[config.mk]
export PLATFORM = sky130hd
export DESIGN_NAME = mux_rr_scheduler
export DESIGN_NICKNAME = d
export VERILOG_FILES = /design/src/rtl/mux_rr_scheduler.sv
export SDC_FILE = /design/constraint.sdc
export NUM_CORES = 1
export LEC_CHECK = 0
export ABC_AREA = 1
export BUFFER_PORTS_ARGS = -buffer_cell sky130_fd_sc_hd__buf_2
export CAP_MARGIN = 20
export CORE_MARGIN = 4
export CORE_UTILIZATION = 32
export CTS_CLUSTER_DIAMETER = 50
export DETAILED_ROUTE_END_ITERATION = 12
export SLEW_MARGIN = 20
export SYNTH_ARGS = -nofsm -noshare
export SYNTH_HDL_FRONTEND = slang
export SYNTH_SLANG_ARGS = --single-unit
[constraint.sdc]
create_clock -name clk -period 2.6 [get_ports clk]
set_clock_uncertainty 0.2 [all_clocks]
set_input_delay 0.39 -clock clk [delete_from_list [all_inputs] [get_ports clk]]
set_output_delay 0.39 -clock clk [all_outputs]
set_load 0.01 [all_outputs]
[src/rtl/mux_rr_scheduler.sv]
// -----------------------------------------------------------------------------
// mux_rr_scheduler
//
// Round-robin scheduler sharing one 8:1 bit mux between 8 producer lanes and a
// single serial consumer. The winning lane index is registered onto the mux
// select. The muxed bit is presented with a valid/ready handshake. A grant is
// held for a burst until the lane drops its request or MAX_HOLD beats have been
// accepted. Every release returns to idle for one bubble cycle before the next
// arbitration.
//
// Parameters:
//   MAX_HOLD  maximum accepted beats per grant (1..15)
//   CNT_W     beat counter width, 2**CNT_W > MAX_HOLD
//
// Ports:
//   clk        in   system clock, rising edge
//   rst        in   synchronous reset, active-high, highest priority
//   req[7:0]   in   per-lane request
//   in[7:0]    in   per-lane data bit
//   ready      in   consumer accepts the beat this cycle
//   prio_mask  in   (MUX_SCHED_PRIO_EN only) lanes in the priority class
//   gnt[7:0]   out  registered one-hot grant, zero when idle
//   sel[2:0]   out  registered index of the granted lane
//   valid      out  out carries a beat from the granted lane
//   out        out  in[sel] gated by valid
//
// Optional feature macro: MUX_SCHED_PRIO_EN
//   When defined, the idle search runs over (req & prio_mask) whenever that is
//   nonzero, otherwise over req. The rotation pointer is shared by both
//   classes, and an active grant is never preempted.
// -----------------------------------------------------------------------------
module mux_rr_scheduler #(
    parameter int unsigned MAX_HOLD = 4,
    parameter int unsigned CNT_W    = 4
) (
    input  logic       clk,
    input  logic       rst,
    input  logic [7:0] req,
    input  logic [7:0] in,
    input  logic       ready,
`ifdef MUX_SCHED_PRIO_EN
    input  logic [7:0] prio_mask,
`endif
    output logic [7:0] gnt,
    output logic [2:0] sel,
    output logic       valid,
    output logic       out
);

    localparam logic ST_IDLE  = 1'b0;
    localparam logic ST_GRANT = 1'b1;

    localparam logic [CNT_W-1:0] LAST_BEAT = CNT_W'(MAX_HOLD - 1);

    logic             state_q, state_d;
    logic [7:0]       gnt_q, gnt_d;
    logic [2:0]       sel_q, sel_d;
    logic [2:0]       ptr_q, ptr_d;
    logic [CNT_W-1:0] cnt_q, cnt_d;

    logic [7:0] cand;
    logic       found;
    logic [2:0] pick;
    logic [2:0] idx;
    logic       xfer;
    logic       rel;

    // Candidate pool for the idle search.
    always_comb begin
        cand = req;
`ifdef MUX_SCHED_PRIO_EN
        if ((req & prio_mask) != 8'h00) begin
            cand = req & prio_mask;
        end
`endif
    end

    // First set candidate at or after ptr, wrapping 7 -> 0.
    always_comb begin
        found = 1'b0;
        pick  = 3'd0;
        idx   = 3'd0;
        for (int k = 0; k < 8; k++) begin
            idx = ptr_q + 3'(k);
            if (!found && cand[idx]) begin
                found = 1'b1;
                pick  = idx;
            end
        end
    end

    // Handshake outputs. valid follows the granted lane's request directly so a
    // dropped request suppresses the beat in the same cycle.
    always_comb begin
        valid = (state_q == ST_GRANT) && req[sel_q];
        out   = valid && in[sel_q];
        xfer  = valid && ready;
    end

    always_comb begin
        state_d = state_q;
        gnt_d   = gnt_q;
        sel_d   = sel_q;
        ptr_d   = ptr_q;
        cnt_d   = cnt_q;
        rel     = 1'b0;

        case (state_q)
            ST_IDLE: begin
                if (found) begin
                    state_d = ST_GRANT;
                    sel_d   = pick;
                    gnt_d   = 8'h01 << pick;
                    cnt_d   = '0;
                end
            end
            ST_GRANT: begin
                if (!req[sel_q]) begin
                    rel = 1'b1;
                end else if (xfer) begin
                    if (cnt_q == LAST_BEAT) begin
                        rel = 1'b1;
                    end else begin
                        cnt_d = cnt_q + CNT_W'(1);
                    end
                end
                // A stall (valid && !ready) falls through with everything held.
                if (rel) begin
                    state_d = ST_IDLE;
                    gnt_d   = 8'h00;
                    ptr_d   = sel_q + 3'd1;
                end
            end
            default: begin
                state_d = ST_IDLE;
                gnt_d   = 8'h00;
            end
        endcase
    end

    always_ff @(posedge clk) begin
        if (rst) begin
            state_q <= ST_IDLE;
            gnt_q   <= 8'h00;
            sel_q   <= 3'd0;
            ptr_q   <= 3'd0;
            cnt_q   <= '0;
        end else begin
            state_q <= state_d;
            gnt_q   <= gnt_d;
            sel_q   <= sel_d;
            ptr_q   <= ptr_d;
            cnt_q   <= cnt_d;
        end
    end

    assign gnt = gnt_q;
    assign sel = sel_q;

`ifndef SYNTHESIS
    always_ff @(posedge clk) begin
        if (!rst) begin
            assert ($onehot0(gnt_q));
            assert ((gnt_q != 8'h00) == (state_q == ST_GRANT));
            assert ((gnt_q == 8'h00) || gnt_q[sel_q]);
        end
    end
`endif

endmodule

==> reports/metrics.csv <==
metric;value;unit
whs_path_depth;2;
dr.pass1.iters;4;
clk_pin_slew;0.07;ns
p_leak;1.03;nW
clk_latency;0.26;ns
min_to;gnt[3];
synthAdderAreaFrac;2.85;%
post-place-ws;0.0147;ns
status;completed;
synth_top_area_cell;dfxtp_1;
stdcell_count;379;
synth-xor-area-share;2.99;%
drv_slew;0;
synth_top_area_share;21.7;%
crit_type;flop to flop;
hold_buffers;0;
synth.area.top_cells;dfxtp_1 (22%), nand2_1 (13%), nand3_1 (8.3%), nor2_1 (6.4%), nand3_2 (6.3%);
dpl_cell_area;0.00200;mm²
numCtsBuffers;3;
globalplace.congestion;0.832;
avgViaCountPerCell;4.84;
netlist_top_cells_count;nand2_1 (61), nor2_1 (30), nand3_1 (29), inv_1 (26), dfxtp_1 (19);
finalWorstSetupSlack;0.171;ns
ir_drop;0.597;mV
fin_crit;2.43;ns
whs;0.252;ns
drv_cap;0;
grt_pass1_wl;7.51;mm
dieWidth;82.1;µm
synth_top_family_by_area;simple AND/OR/NAND/NOR gates;
placedCellCount;370;
setup_viol;0;
worstMarginPinSlew;0.404;ns
yosysWarnings;0;
hold_path.class;primary input to flop;
cts_buffer_depth;2;
muxShareOfSynthArea;0;%
r2r_slack;0.17;ns
ys_seq_elements;19;
synth-edff-count;0;
pwr-share-seq;15.3;%
grt_start_max_net_pins;14;
cts_max_level;1;
synth-async-reset-ratio;0;%
power.density;1390;mW/mm²
port_buffers;31;
r2r_start;ptr_q[0];
max_freq;412;MHz
clockRootBuffer;clkbuf_8;
grt_pass1_vias;1714;
internal_power;1.37;mW
synthSimpleGateAreaFrac;49.2;%
yosysMostFrequentCell;nand2_1;
post-route-cell-area;0.00219;mm²
r2r-end;sel[2];
synth_area_per_cell;6.53;µm²
antenna_found_initial;0;
worst-r2r-cell-count;14;
drt_first_iter_violations;123;
synth_compound_area_share;13.7;%
synth_cell_types;39;
top_layer;met4;
drive_above_1_share;33.3;%
start_kind;flop;
synthToLayoutAreaGrowth;24.7;%
fin_crit_sh;93.4;%
hold_viol_final;0;
die_y;82.1;µm
wl_met3;95;µm
wl;4.52;mm
power.clock.fraction;6.9;%
regArea;388;µm²
required;2.54;ns
end_kind;flop;
wl_met2;2.24;mm
met1_length;2.10;mm
grt.total_usage;14.1;%
grt_overflow;0;
cp.arrival;2.37;ns
tns;0;ns
core_area;0.00520;mm²
maxSlewHeadroom;72.4;%
wire_per_inst;11.9;µm
p_comb_share;77.9;%
swShare;55.3;%
multi_input_area;0.00130;mm²
seq_area_frac_synth;21.7;%
tritoncts;built;
ant_nets;0;
path_max_fanout;6;
pin_count;32;
fillerInstances;560;
rsz0062_at_grt;yes;
synth_nets;292;
drc;0;
syn_area;0.00176;mm²
n_antenna_cell;0;
row_count;26;
synthCells;269;
clock_sinks;19;
p_sw;1.69;mW
dp_hpwl;3.62;mm
vias;1835;
hp-start;rst;
synthFlopType;dfxtp_1;
initial_core_util;33.8;%
fin_nets;333;
die-area;0.00674;mm²
-- what timing repair did --
item / in CTS / in global routing
setup buffers: 0 / 5
gates resized for setup: 0 / 27
setup endpoints to repair: 0 / 16
-- logic make-up (layout without fill, tap and decap cells) --
| logic type | after synthesis | count (layout) |
|---|---|---|
| buffers and inverters | 37 | 77 |
| adders and majority gates | 4 | 4 |
| xor gates and xnor gates | 6 | 6 |
| and+or+nand+nor | 162 | 162 |
| DFF | 19 | 19 |
| AOI/OAI and AO/OA | 41 | 41 |
-- sequential cells by signal, summed over array words and instances (netlist names) --
name / cells
gnt: 8
sel: 3
state_q: 1
ptr_q: 3
cnt_q: 4
-- placed cells by master (no fill, tap or decap), types with 3 or more instances in the layout --
cell,count
inv_1,23
dfxtp_2,3
nand3_2,12
nand2_4,6
inv_2,5
ha_1,3
dfxtp_1,15
buf_2,31
nand2_2,6
nor2_2,8
nand4_1,5
nor2_1,28
clkbuf_8,3
nand3_1,27
nor2_4,3
buf_4,10
a21oi_1,17
nand2_1,59
o21ai_0,13
-- per-layer routing --
| metal | track usage (%) | vias to the layer above |
|---|---|---|
| met5 | 0 | - |
| met4 | 5.81 | 0 |
| met3 | 0.976 | 6 |
| met1 | 18.1 | 831 |
| li1 | - | 974 |
| met2 | 24.2 | 24 |
-- power groups by stage --
stage	Combinational (mW)	Clock, mW	Sequential [mW]
2_1_floorplan	1.61	0	0.441
3_3_place_gp	2.03	0	0.457
3_5_place_dp	2.04	0	0.459
4_1_cts	2.05	0.213	0.453
5_1_grt	2.67	0.225	0.481
6_report	2.38	0.210	0.467
-- worst max-delay path by stage --
stage / startpoint / to / slack, ns
after floorplan: ptr_q[0] / gnt[2] / 0.04
after global placement: ptr_q[0] / gnt[3] / 0.06
after detailed placement: ptr_q[0] / gnt[6] / 0.01
after CTS: ptr_q[0] / gnt[3] / 0.003
after global routing: ptr_q[0] / gnt[0] / -0.03
final: ptr_q[0] / sel[2] / 0.17
-- through the flow --
stage	util [%]	total power [mW]
3_5_place_dp	38.4	2.50
2_1_floorplan	-	2.05
4_1_cts	39.3	2.72
3_3_place_gp	38.4	2.49
6_report	42.1	3.05
5_1_grt	42.1	3.37
-- final cells by class --
type                    instances  share of cell area, %
repair buffers                 42                   11.0
well taps                      70                   4.00
clock buffers                   4                   2.06
multi-input cells             213                   59.5
flip-flops and latches         19                   17.7
inverters                      31                   5.77
-- critical path, cell delays in order (launching register included) --
cell      delay [ns]
dfxtp_4         0.37
inv_4           0.04
ha_4            0.32
nand3_2         0.12
nand3_2         0.11
nand2_2         0.08
nor2_4          0.16
nand4_4         0.10
nor2_4          0.20
nand3_1         0.11
nand2_2         0.10
nand2_1         0.08
nor2_2          0.15
buf_4           0.13
a211oi_1        0.03
Power figures use the tool's default switching activity.
